==> src/rtl/addsub32_byte_sequencer.sv <==
// Byte-serial add/subtract: a single 8-bit adder walks NBYTES slices LSB-first with a chained carry; done pulses NBYTES+1 cycles after start.
// No backpressure: start is accepted in IDLE/DONE and ignored while busy. Signed overflow flag is built only with ADDSUB_SEQ_OVF_EN.
module addsub32_byte_sequencer #(
    parameter int NBYTES = 4
) (
    input  logic                  clk,
    input  logic                  rst_n,
    input  logic                  start,
    input  logic                  op_sub,
    input  logic [8*NBYTES-1:0]   a,
    input  logic [8*NBYTES-1:0]   b,
    output logic                  busy,
    output logic                  done,
    output logic [8*NBYTES-1:0]   result,
    output logic                  cout,
    output logic                  zero,
    output logic                  ovf
);

    localparam int W  = 8 * NBYTES;
    localparam int IW = (NBYTES > 1) ? $clog2(NBYTES) : 1;
    localparam logic [IW-1:0] LAST_IDX = IW'(NBYTES - 1);

    typedef enum logic [1:0] {
        IDLE = 2'd0,
        RUN  = 2'd1,
        DONE = 2'd2
    } state_t;

    state_t          state_q, state_d;
    logic [IW-1:0]   idx_q, idx_d;
    logic            carry_q, carry_d;
    logic [W-1:0]    a_q, a_d;
    logic [W-1:0]    opnd_q, opnd_d;
    logic [W-1:0]    result_q, result_d;
    logic            cout_q, cout_d;
    logic            zero_q, zero_d;

    logic [7:0]      a_byte;
    logic [7:0]      opnd_byte;
    logic [8:0]      slice_sum;
    logic            last_slice;

    // B is stored pre-inverted for subtract so the RUN datapath never looks at op_sub.
    assign a_byte     = a_q[{idx_q, 3'b000} +: 8];
    assign opnd_byte  = opnd_q[{idx_q, 3'b000} +: 8];
    assign slice_sum  = {1'b0, a_byte} + {1'b0, opnd_byte} + {8'b0, carry_q};
    assign last_slice = (idx_q == LAST_IDX);

    always_comb begin
        state_d  = state_q;
        idx_d    = idx_q;
        carry_d  = carry_q;
        a_d      = a_q;
        opnd_d   = opnd_q;
        result_d = result_q;
        cout_d   = cout_q;
        zero_d   = zero_q;
        case (state_q)
            IDLE, DONE: begin
                if (start) begin
                    a_d     = a;
                    opnd_d  = op_sub ? ~b : b;
                    idx_d   = '0;
                    carry_d = op_sub;
                    state_d = RUN;
                end else begin
                    state_d = IDLE;
                end
            end
            RUN: begin
                result_d[{idx_q, 3'b000} +: 8] = slice_sum[7:0];
                carry_d = slice_sum[8];
                if (last_slice) begin
                    idx_d   = '0;
                    cout_d  = slice_sum[8];
                    zero_d  = ~|result_d;
                    state_d = DONE;
                end else begin
                    idx_d = idx_q + 1'b1;
                end
            end
            default: state_d = IDLE;
        endcase
    end

    always_ff @(posedge clk or negedge rst_n) begin
        if (!rst_n) begin
            state_q  <= IDLE;
            idx_q    <= '0;
            carry_q  <= 1'b0;
            a_q      <= '0;
            opnd_q   <= '0;
            result_q <= '0;
            cout_q   <= 1'b0;
            zero_q   <= 1'b0;
        end else begin
            state_q  <= state_d;
            idx_q    <= idx_d;
            carry_q  <= carry_d;
            a_q      <= a_d;
            opnd_q   <= opnd_d;
            result_q <= result_d;
            cout_q   <= cout_d;
            zero_q   <= zero_d;
        end
    end

`ifdef ADDSUB_SEQ_OVF_EN
    logic ovf_q;
    logic carry_into_msb;

    // Carry into bit 7 of the top slice recovered from the sum bit: s7 = a7 ^ b7 ^ c7.
    assign carry_into_msb = slice_sum[7] ^ a_byte[7] ^ opnd_byte[7];

    always_ff @(posedge clk or negedge rst_n) begin
        if (!rst_n) begin
            ovf_q <= 1'b0;
        end else if (state_q == RUN && last_slice) begin
            ovf_q <= carry_into_msb ^ slice_sum[8];
        end
    end

    assign ovf = ovf_q;
`else
    assign ovf = 1'b0;
`endif

    assign busy   = (state_q == RUN);
    assign done   = (state_q == DONE);
    assign result = result_q;
    assign cout   = cout_q;
    assign zero   = zero_q;

endmodule

==> config.mk <==
export PLATFORM = sky130hd
export DESIGN_NAME = addsub32_byte_sequencer
export DESIGN_NICKNAME = d
export VERILOG_FILES = /design/src/rtl/addsub32_byte_sequencer.sv
export SDC_FILE = /design/constraint.sdc
export NUM_CORES = 1
export LEC_CHECK = 0
export ABC_CLOCK_PERIOD_IN_PS = 9300
export BUFFER_PORTS_ARGS = -buffer_cell sky130_fd_sc_hd__clkbuf_2
export CAP_MARGIN = 10
export CORE_MARGIN = 4
export CORE_UTILIZATION = 48
export DETAILED_ROUTE_END_ITERATION = 8
export PLACE_DENSITY = 0.71
export SLEW_MARGIN = 5
export SYNTH_ARGS = -nofsm -noshare
export SYNTH_HDL_FRONTEND = slang
export SYNTH_SLANG_ARGS = --single-unit
==> constraint.sdc <==
create_clock -name clk -period 9.3 [get_ports clk]
set_input_delay 0.93 -clock clk [delete_from_list [all_inputs] [get_ports clk]]
set_output_delay 0.93 -clock clk [all_outputs]
set_load 0.05 [all_outputs]
==> qor.yml <==
status: "completed"
drtIter0Drc: 232
tns_ns: 0
grt_setup_unrepaired: "no"
peakVddDrop_uv: 193
rows: 37
crit-reg2reg-capture: "zero$_DFFE_PN0P_"
cts_hold_buf: 0
grt_pass1_vias: 3999
period_share_pct: 38.3
cap_violations: 0
powerDensity_nw_per_um2: 427
hold_violations: 0
antenna_found_initial: 0
clockBufferDepth: 2
die_w_um: 110
vias: 3817
relSlewSlack_pct: 25.7
leakage_uw: 0.00290
ant_nets: 0
areaGrowthSynthToFinish_pct: 16.2
yosysUniqueCellTypes: 40
syn_area_per_cell_um2: 10.3
layout_common_cells: "nand2_1 (149), dfrtp_1 (103), clkbuf_2 (102), o21ai_0 (44), xnor2_1 (35)"
critPathLaunchType: "flop"
regToRegSetupSlack_ns: 5.74
endpoint_kind: "flop"
ctsRootBufferMaster: "clkbuf_8"
grt_pass1_wl_um: 19400
critical-path-max-stage-delay_ns: 0.90
gp_congestion: 0.871
period_needed_ns: 3.56
fp.coreArea_um2: 10300
fmax_mhz: 281
min-delay-start: "a_q[26]$_DFFE_PN0P_"
crit_top_cell: "fa_1"
grt.total_usage_pct: 19.3
required_ns: 9.60
antenna_cells: 0
tightest_slew_ns: 1.11
r2r-start: "idx_q[1]$_DFFE_PN0P_"
ff2ff_path_depth: 9
crit_arrival_ns: 3.86
insertion_delay_ns: 0.37
wirelength_um: 11300
drc: 0
hold_depth: 2
hold_path.class: "flop to flop"
io-pin-count: 105
dp_hpwl_um: 8300
crit_buf_inv: 0
yosys_register_bits: 103
slew_viol_final: 0
cp.depth: 9
port-buffer-count: 103
initial_core_util_pct: 49.0
cts_tree: "yes"
criticalPathCategory: "flop to flop"
cts.htree.levels: 3
crit_fanout: 21
post_cts_buffers: 0
fp.dieArea_um2: 12200
slowest_stage: "dfrtp_1"
nets: 663
grt-ovfl-total: 0
viasPerCell: 5.29
cts.clk_slew.worst_paths_ns: 0.09
synth_fp_nets: 573
grt_max_degree: 98
drive_gt1_share_pct: 24.6
hold_end: "a_q[26]$_DFFE_PN0P_"
crit_family: "flip-flops"
die_height_um: 110
syn_area_um2: 5040
syn_inst: 490
cts_resized: 0
numClockSinks: 103
final_util_pct: 57.0
routedWlPerCell_um: 15.7
first_pass_iters: 4
path_cells: "mux4_2 > fa_1 > fa_1 > a21o_1 > a221oi_4 > xnor2_1 > nor4_1 > a21oi_1 > o21ai_1"
seq_area_frac_synth_pct: 51.1
cts_buffers: 9
layout_commonest_cell: "nand2_1"
setup_violations: 0
final.setup_skew_ns: 0.00703
ys_warn_count: 0
## sequential cells by signal, indices dropped and copies added (netlist names)
| signal | count |
|---|---|
| zero | 1 |
| state_q | 2 |
| carry_q | 1 |
| opnd_q | 32 |
| a_q | 32 |
| idx_q | 2 |
| result | 32 |
| cout | 1 |
## layer usage
metal  vias to the layer above  GRT usage [%]  part of all wire, %
li1                       1865              -                    -
met1                      1823           26.1                   46
met2                       114           31.5                   48
met3                        15           4.27                  4.6
met4                         0           5.42                  1.3
met5                         -              0                    0
## power breakdown
group	leakage [uW]	total, uW	switching, uW	internal, uW
Clock	0.000103	292	145	147
Sequential	0.00132	771	134	637
Combinational	0.00147	1430	941	494
Total	0.00290	2500	1220	1280
## synth_stat cells
cell type | instances | share of area (%)
nand3_1 | 4 | 0.40
nand4_1 | 1 | 0.12
mux4_2 | 16 | 7.2
o31ai_1 | 5 | 0.74
inv_1 | 8 | 0.60
o21bai_1 | 2 | 0.30
conb_1 | 1 | 0.074
buf_4 | 1 | 0.15
nor2_1 | 6 | 0.45
o32ai_1 | 1 | 0.17
fa_1 | 2 | 0.79
xor2_1 | 3 | 0.52
mux2i_1 | 1 | 0.20
o21ai_1 | 1 | 0.099
nand2_1 | 149 | 11
a221oi_4 | 1 | 0.52
a21o_1 | 2 | 0.30
nor4_2 | 1 | 0.25
clkinv_1 | 1 | 0.074
clkbuf_1 | 21 | 1.6
a21oi_1 | 12 | 1.2
o21ai_0 | 44 | 4.4
nor3_1 | 2 | 0.20
nand2b_1 | 2 | 0.25
xnor2_1 | 35 | 6.1
and3_1 | 1 | 0.12
a221oi_1 | 1 | 0.17
and3b_1 | 1 | 0.17
o311a_1 | 1 | 0.20
o211ai_1 | 1 | 0.15
a22o_1 | 21 | 3.6
a22o_2 | 4 | 0.79
nor4_1 | 9 | 1.1
nor2b_1 | 3 | 0.37
nand3b_1 | 3 | 0.45
o22ai_1 | 1 | 0.12
buf_2 | 5 | 0.50
ha_1 | 13 | 3.2
a22oi_1 | 1 | 0.15
dfrtp_1 | 103 | 51
## worst max path at each step
stage,to,start,slack (ns)
floorplan,zero$_DFFE_PN0P_,idx_q[0]$_DFFE_PN0P_,5.98
global placement,zero$_DFFE_PN0P_,idx_q[1]$_DFFE_PN0P_,5.79
detailed placement,zero$_DFFE_PN0P_,idx_q[1]$_DFFE_PN0P_,5.74
CTS,zero$_DFFE_PN0P_,idx_q[1]$_DFFE_PN0P_,5.72
global route,zero$_DFFE_PN0P_,idx_q[1]$_DFFE_PN0P_,5.50
finish,zero$_DFFE_PN0P_,idx_q[1]$_DFFE_PN0P_,5.74
## worst register-to-register path: stages (launching register included)
cell      delay (ns)
dfrtp_1         0.90
mux4_2          0.44
fa_1            0.45
fa_1            0.45
a21o_1          0.22
a221oi_4        0.28
xnor2_1         0.21
nor4_1          0.32
a21oi_1         0.11
o21ai_1         0.12
## area by class of cell
cell class,count,area (um2)
Fill cell,948,4420
Clock buffer,14,173
Tap cell,136,170
Timing Repair Buffer,106,541
Inverter,9,33.8
Multi-Input combinational cell,351,2320
Sequential cell,103,2580
Clock inverter,2,37.5
## kinds of logic (layout without fill, tap and decap cells)
family | after synthesis | count (layout) | synth area share (%)
buffers and inverters | 36 | 131 | 2.88
and+or+nand+nor | 182 | 182 | 15.0
other | 1 | 1 | 0.0744
AOI/OAI and AO/OA | 98 | 98 | 12.9
adders and majority gates | 15 | 15 | 4.02
muxes | 17 | 17 | 7.35
xor gates and xnor gates | 38 | 38 | 6.60
DFF | 103 | 103 | 51.1
## through the flow
stage	power (uW)	worst slack (ns)	cells	instance area (um2)	hold slack, ns
after floorplan	1800	5.98	490	5040	0.440
after global placement	2190	5.79	705	5640	0.456
after detailed placement	2220	5.74	705	5640	0.461
after CTS	2510	5.72	721	5850	0.483
after global routing	2690	5.50	721	5850	0.511
final	2500	5.74	721	5850	0.482
No activity file was read; power rests on OpenSTA's default activity.
